File: config.mk
export PLATFORM = sky130hd
export DESIGN_NAME = mosaic_ctrl_multi
export DESIGN_NICKNAME = d
export VERILOG_FILES = /design/src/rtl/mosaic_pkg.sv /design/src/rtl/mosaic_phase_ctr.sv /design/src/rtl/mosaic_ctrl_multi.sv
export SDC_FILE = /design/constraint.sdc
export NUM_CORES = 1
export LEC_CHECK = 0
export ABC_AREA = 1
export BUFFER_PORTS_ARGS = -buffer_cell sky130_fd_sc_hd__clkbuf_2
export CORE_ASPECT_RATIO = 0.5
export CORE_UTILIZATION = 45
export CTS_CLUSTER_SIZE = 25
export DETAILED_ROUTE_END_ITERATION = 12
export PLACE_DENSITY = 0.75
export SLEW_MARGIN = 20
export SYNTH_ARGS = -nofsm -noshare
export SYNTH_HDL_FRONTEND = slang
export SYNTH_HIERARCHICAL = 1
export SYNTH_SLANG_ARGS = --single-unit
File: constraint.sdc
create_clock -name clk -period 1.34 [get_ports clk]
set_input_delay 0.201 -clock clk [delete_from_list [all_inputs] [get_ports clk]]
set_output_delay 0.201 -clock clk [all_outputs]
set_load 0.02 [all_outputs]
File: src/rtl/mosaic_pkg.sv
// Shared types and defaults for the PPU BG mosaic controller.
package mosaic_pkg;
    localparam int MOSAIC_SIZE_W_DEF = 4;
    localparam int MOSAIC_NUM_BG_DEF = 4;

    typedef logic [MOSAIC_SIZE_W_DEF-1:0] mosaic_size_t;

    typedef struct packed {
        mosaic_size_t                  size;
        logic [MOSAIC_NUM_BG_DEF-1:0]  en;
    } mosaic_cfg_t;
endpackage

File: src/rtl/mosaic_phase_ctr.sv
// Wrapping mosaic phase counter: counts 0..size, clear has priority over step.
import mosaic_pkg::*;

module mosaic_phase_ctr #(
    parameter int SIZE_W = MOSAIC_SIZE_W_DEF
) (
    input  logic              clk,
    input  logic              reset_n,
    input  logic              clr,
    input  logic              step,
    input  logic [SIZE_W-1:0] size,
    output logic [SIZE_W-1:0] ctr
);
    always_ff @(posedge clk or negedge reset_n) begin
        if (!reset_n) begin
            ctr <= '0;
        end else if (clr) begin
            ctr <= '0;
        end else if (step) begin
            // >= rather than == so a size shrunk below the current phase still wraps
            ctr <= (ctr >= size) ? '0 : ctr + SIZE_W'(1);
        end
    end
endmodule

File: src/rtl/mosaic_ctrl_multi.sv
// Multi-channel BG mosaic controller: shadowed size/enable applied on line or
// frame boundaries, shared X/Y phase counters gated per BG channel.
import mosaic_pkg::*;

module mosaic_ctrl_multi #(
    parameter int NUM_BG = MOSAIC_NUM_BG_DEF,
    parameter int SIZE_W = MOSAIC_SIZE_W_DEF,
    parameter int M7_CH  = 0
) (
    input  logic                     clk,
    input  logic                     reset_n,
    input  logic                     dot_en,
    input  logic                     newframe,
    input  logic                     newline,
    input  logic                     period_start,
    input  logic                     cfg_wr,
    input  logic [SIZE_W-1:0]        cfg_size,
    input  logic [NUM_BG-1:0]        cfg_en,
    output logic [SIZE_W-1:0]        size_q,
    output logic [NUM_BG-1:0]        en_q,
    output logic [NUM_BG-1:0]        pixel_strobe,
    output logic [NUM_BG*SIZE_W-1:0] yofs_subtract,
    output logic [SIZE_W-1:0]        x_subtract_m7,
    output logic [SIZE_W-1:0]        y_subtract_m7
);
    logic [SIZE_W-1:0] pend_size;
    logic [NUM_BG-1:0] pend_en;
    logic              pend_vld;
    logic              apply;
    logic [SIZE_W-1:0] x_ctr;
    logic [SIZE_W-1:0] y_ctr;

    assign apply = dot_en & (newline | newframe) & pend_vld;

    // Pending data needs no reset: it is only consumed while pend_vld is set.
    always_ff @(posedge clk) begin
        if (cfg_wr) begin
            pend_size <= cfg_size;
            pend_en   <= cfg_en;
        end
    end

    always_ff @(posedge clk or negedge reset_n) begin
        if (!reset_n) begin
            size_q   <= '0;
            en_q     <= '0;
            pend_vld <= 1'b0;
        end else if (apply) begin
            // A write landing on the apply edge bypasses the shadow register
            size_q   <= cfg_wr ? cfg_size : pend_size;
            en_q     <= cfg_wr ? cfg_en   : pend_en;
            pend_vld <= 1'b0;
        end else if (cfg_wr) begin
            pend_vld <= 1'b1;
        end
    end

    mosaic_phase_ctr #(.SIZE_W(SIZE_W)) u_x_ctr (
        .clk     (clk),
        .reset_n (reset_n),
        .clr     (dot_en & period_start),
        .step    (dot_en),
        .size    (size_q),
        .ctr     (x_ctr)
    );

    // Y restarts its block whenever a new size lands on a line boundary
    mosaic_phase_ctr #(.SIZE_W(SIZE_W)) u_y_ctr (
        .clk     (clk),
        .reset_n (reset_n),
        .clr     (dot_en & (newframe | (newline & apply))),
        .step    (dot_en & newline),
        .size    (size_q),
        .ctr     (y_ctr)
    );

    for (genvar i = 0; i < NUM_BG; i++) begin : g_ch
        assign pixel_strobe[i]                  = ~en_q[i] | (x_ctr == '0);
        assign yofs_subtract[i*SIZE_W +: SIZE_W] = en_q[i] ? y_ctr : '0;
    end

    assign x_subtract_m7 = en_q[M7_CH] ? x_ctr : '0;
    assign y_subtract_m7 = en_q[M7_CH] ? y_ctr : '0;
endmodule

==> insert_results.sql <==
INSERT INTO impl_metrics (metric_group, metric, value, unit) VALUES
('power_and_ir_drop', 'sequentialPowerShare', '32.2', '%'),
('finish', 'finish.net_count', '322', ''),
('yosys', 'synth_sequential_area_ratio', '38.1', '%'),
('timing', 'hold_ws', '140', 'ps'),
('power_and_ir_drop', 'p_comb_share', '52.8', '%'),
('finish', 'post_route_cells_drive_above_1_share', '37.8', '%'),
('cts', 'clk_path_buf_depth', '2', ''),
('yosys', 'post_synth_and_or_nand_nor_area_fraction', '34.5', '%'),
('power_and_ir_drop', 'power_frac_clock', '14.9', '%'),
('timing', 'worst_slew_margin_rel', '72.2', '%'),
('power_and_ir_drop', 'worst_ir_drop_vdd', '715', 'uV'),
('global_routing', 'grt_pass1_wl', '5690', 'um'),
('setup_path', 'worstSetupEndpointType', 'output port', ''),
('place', 'place_congestion', '0.831', ''),
('yosys', 'synth_cell_type_count', '21', ''),
('setup_path', 'cp_max_fo', '4', ''),
('power_and_ir_drop', 'p_leak', '0.00140', 'uW'),
('timing', 'grt_setup_unrepaired', 'true', ''),
('yosys', 'synth_compound_gate_area_share', '2.44', '%'),
('drt', 'via_count', '1546', ''),
('yosys', 'mux_contribution_to_synthesized_area', '0', '%'),
('floorplanning', 'die_outline_area', '3660', 'um2'),
('yosys', 'combinational_family_with_the_most_area_after_synthesis', 'simple AND/OR/NAND/NOR gates', ''),
('floorplanning', 'chipHeight', '43.3', 'um'),
('drt', 'drt-wirelength-per-cell', '11.4', 'um'),
('global_routing', 'grt_max_degree', '18', ''),
('power_and_ir_drop', 'pwr_density_cell', '1490', 'nW/um2'),
('yosys', 'synth-main-ff-cell', 'sky130_fd_sc_hd__dfrtp_1', ''),
('hold_path', 'holdPathStages', '3', ''),
('global_routing', 'groute.usage.overall', '20.3', '%'),
('setup_path', 'ff2ff_path_depth', '7', ''),
('floorplanning', 'design.core.area', '3120', 'um2'),
('yosys', 'yosys.area_share.xor_xnor', '1.14', '%'),
('timing', 'max_slew.worst_pin.slew', '417', 'ps'),
('finish', 'n_antenna_cell', '0', ''),
('place', 'placement.setup.worst_slack', '81.4', 'ps'),
('setup_path', 'cp-start-kind', 'flop', ''),
('power_and_ir_drop', 'switching_power', '1360', 'uW'),
('place', 'dp.final_hpwl', '2630', 'um'),
('timing', 'timing.final.setup_violations', '4', ''),
('timing', 'fin_worst_skew', '5.15', 'ps'),
('cts', 'worst_setup_hold_path_clk_slew', '90', 'ps'),
('timing', 'timing.final.crit_share', '103', '%'),
('yosys', 'adder_cell_share_of_the_synthesized_area', '8.15', '%'),
('drt', 'drt_iter0_drc', '110', ''),
('timing', 'finalHoldViolations', '0', ''),
('drt', 'drt-pass1-iter-count', '12', ''),
('global_routing', 'grt_overflow', '0', ''),
('setup_path', 'worstPathRequired', '1140', 'ps'),
('outcome', 'status', 'complete, but fails checks', ''),
('setup_path', 'critPathArrivalTime', '1190', 'ps'),
('yosys', 'synthArstFlopShare', '68.0', '%'),
('global_routing', 'grt_pass1_vias', '1234', ''),
('power_and_ir_drop', 'power.internal', '1840', 'uW'),
('floorplanning', 'rows', '14', ''),
('setup_path', 'setup.reg_to_reg.worst_slack', '50', 'ps'),
('yosys', 'syn_inst', '227', ''),
('job', 'timing.max_cap.violations', '0', ''),
('yosys', 'synth-seq-cells', '25', ''),
('yosys', 'mappedNetlistNets', '252', ''),
('outcome', 'failed_checks', 'DRC, setup timing', ''),
('power_and_ir_drop', 'switching_share', '42.4', '%'),
('global_routing', 'number_of_antenna_violations_at_the_first_check_in_global_routing', '0', ''),
('hold_path', 'min_path_type', 'in2reg', ''),
('floorplanning', 'top_level_ports', '51', ''),
('timing', 'postLayoutSetupSlackWorst', '-46.5', 'ps'),
('drt', 'total_drc_errors_in_the_routed_layout', '2', ''),
('yosys', 'synthesis.yosys.warnings', '6', ''),
('drt', 'vias_per_inst', '4.60', ''),
('cts', 'cts-buffers-inserted', '3', ''),
('cts', 'cts_htree_levels', '1', '');
placed cells by master, fill, tap and decap left out, types with 2 or more instances in the layout:
cell type | netlist | final
sky130_fd_sc_hd__nand2_4 | 2 | 4
sky130_fd_sc_hd__nand2_2 | 4 | 12
sky130_fd_sc_hd__buf_6 | 1 | 10
sky130_fd_sc_hd__dfrtp_2 | 0 | 5
sky130_fd_sc_hd__buf_8 | 0 | 5
sky130_fd_sc_hd__nand2_1 | 105 | 95
sky130_fd_sc_hd__buf_4 | 4 | 14
sky130_fd_sc_hd__nand4_1 | 6 | 6
sky130_fd_sc_hd__ha_1 | 10 | 10
sky130_fd_sc_hd__nor2_4 | 1 | 2
sky130_fd_sc_hd__inv_2 | 6 | 10
sky130_fd_sc_hd__a21oi_1 | 2 | 2
sky130_fd_sc_hd__buf_2 | 1 | 7
sky130_fd_sc_hd__xor2_1 | 2 | 2
sky130_fd_sc_hd__nor2_1 | 5 | 3
sky130_fd_sc_hd__clkbuf_2 | 0 | 34
sky130_fd_sc_hd__dfxtp_1 | 8 | 8
sky130_fd_sc_hd__dfrtp_1 | 17 | 12
sky130_fd_sc_hd__inv_1 | 42 | 39
sky130_fd_sc_hd__nand3_1 | 4 | 4
sky130_fd_sc_hd__clkbuf_8 | 0 | 3
sky130_fd_sc_hd__a21oi_2 | 2 | 2
Yosys cell counts, types with 4 or more instances:
master	n	area, um2
sky130_fd_sc_hd__nand2_1	105	394
sky130_fd_sc_hd__inv_1	42	158
sky130_fd_sc_hd__dfrtp_1	17	425
sky130_fd_sc_hd__ha_1	10	125
sky130_fd_sc_hd__dfxtp_1	8	160
sky130_fd_sc_hd__inv_2	6	22.5
sky130_fd_sc_hd__nand4_1	6	37.5
sky130_fd_sc_hd__nor2_1	5	18.8
sky130_fd_sc_hd__buf_4	4	30.0
sky130_fd_sc_hd__nand2_2	4	25.0
sky130_fd_sc_hd__nand3_1	4	20.0
metal layers:
| layer | part of all wire (%) | global-route usage (%) | wire (um) | vias to the layer above |
|---|---|---|---|---|
| met2 | 43 | 30.6 | 1660 | 64 |
| li1 | - | - | - | 804 |
| met5 | 0 | 0 | 0 | - |
| met1 | 48 | 30.3 | 1850 | 672 |
| met3 | 7.0 | 4.09 | 266 | 6 |
| met4 | 1.2 | 4.41 | 46 | 0 |
power by group through the flow:
stage | logic (uW) | clock network (uW) | registers (uW)
after floorplan | 683 | 0 | 1110
after global placement | 1070 | 0 | 1060
after detailed placement | 1090 | 0 | 1070
after CTS | 1400 | 481 | 1030
after global routing | 1830 | 521 | 1040
final | 1690 | 478 | 1030
flip-flops by register name, summed over array words and instances (netlist names):
name / cells
en_q: 4
pend_en: 4
pend_size: 4
pend_vld: 1
size_q: 4
u_x_ctr/ctr: 4
u_y_ctr/ctr: 4
final timing paths:
kind,to,start
worst max-delay path,pixel_strobe[2],u_x_ctr/ctr[0]
worst min-delay path,pend_size[1],cfg_size[1]
worst max register to register,u_x_ctr/ctr[3],u_x_ctr/ctr[0]
worst min register to register,pend_size[0],pend_size[0]
max in group asynchronous,u_x_ctr/ctr[2],reset_n
min in group asynchronous,size_q[3],reset_n
worst max-delay path, cell delays in order, from the launching register on:
cell and delay, ps:
sky130_fd_sc_hd__dfrtp_1 410, sky130_fd_sc_hd__buf_6 130, sky130_fd_sc_hd__nor2_4 90, sky130_fd_sc_hd__nand2_4 80
sky130_fd_sc_hd__nand2_2 80, sky130_fd_sc_hd__buf_8 110
area by class of cell:
cell class | count | area, um2
clock inverters | 1 | 8.76
fillers | 244 | 966
repair buffers | 71 | 508
well taps | 40 | 50.0
inverters | 51 | 194
flip-flops and latches | 25 | 592
clock buffers | 3 | 41.3
multi-input cells | 145 | 758
kinds of logic after synthesis:
group,Yosys count
and+or+nand+nor,127
DFF,25
xor gates and xnor gates,2
buffers and inverters,57
adders and majority gates,10
AOI/OAI and AO/OA,6
metrics by stage:
stage	cell area, um2	std cells	TNS, ps
floorplan	1540	227	0
global placement	1830	317	0
detailed placement	1830	317	0
CTS	2030	331	-138
global route	2150	336	-536
finish	2150	336	-167
what timing repair did:
item	4_1_cts	5_1_grt
setup endpoints to repair	19	31
endpoints found under the hold margin	17	0
setup buffers	9	5
gates resized for setup	19	47
pin swaps	2	3
hold buffers	1	0
Power figures use the tool's default switching activity.
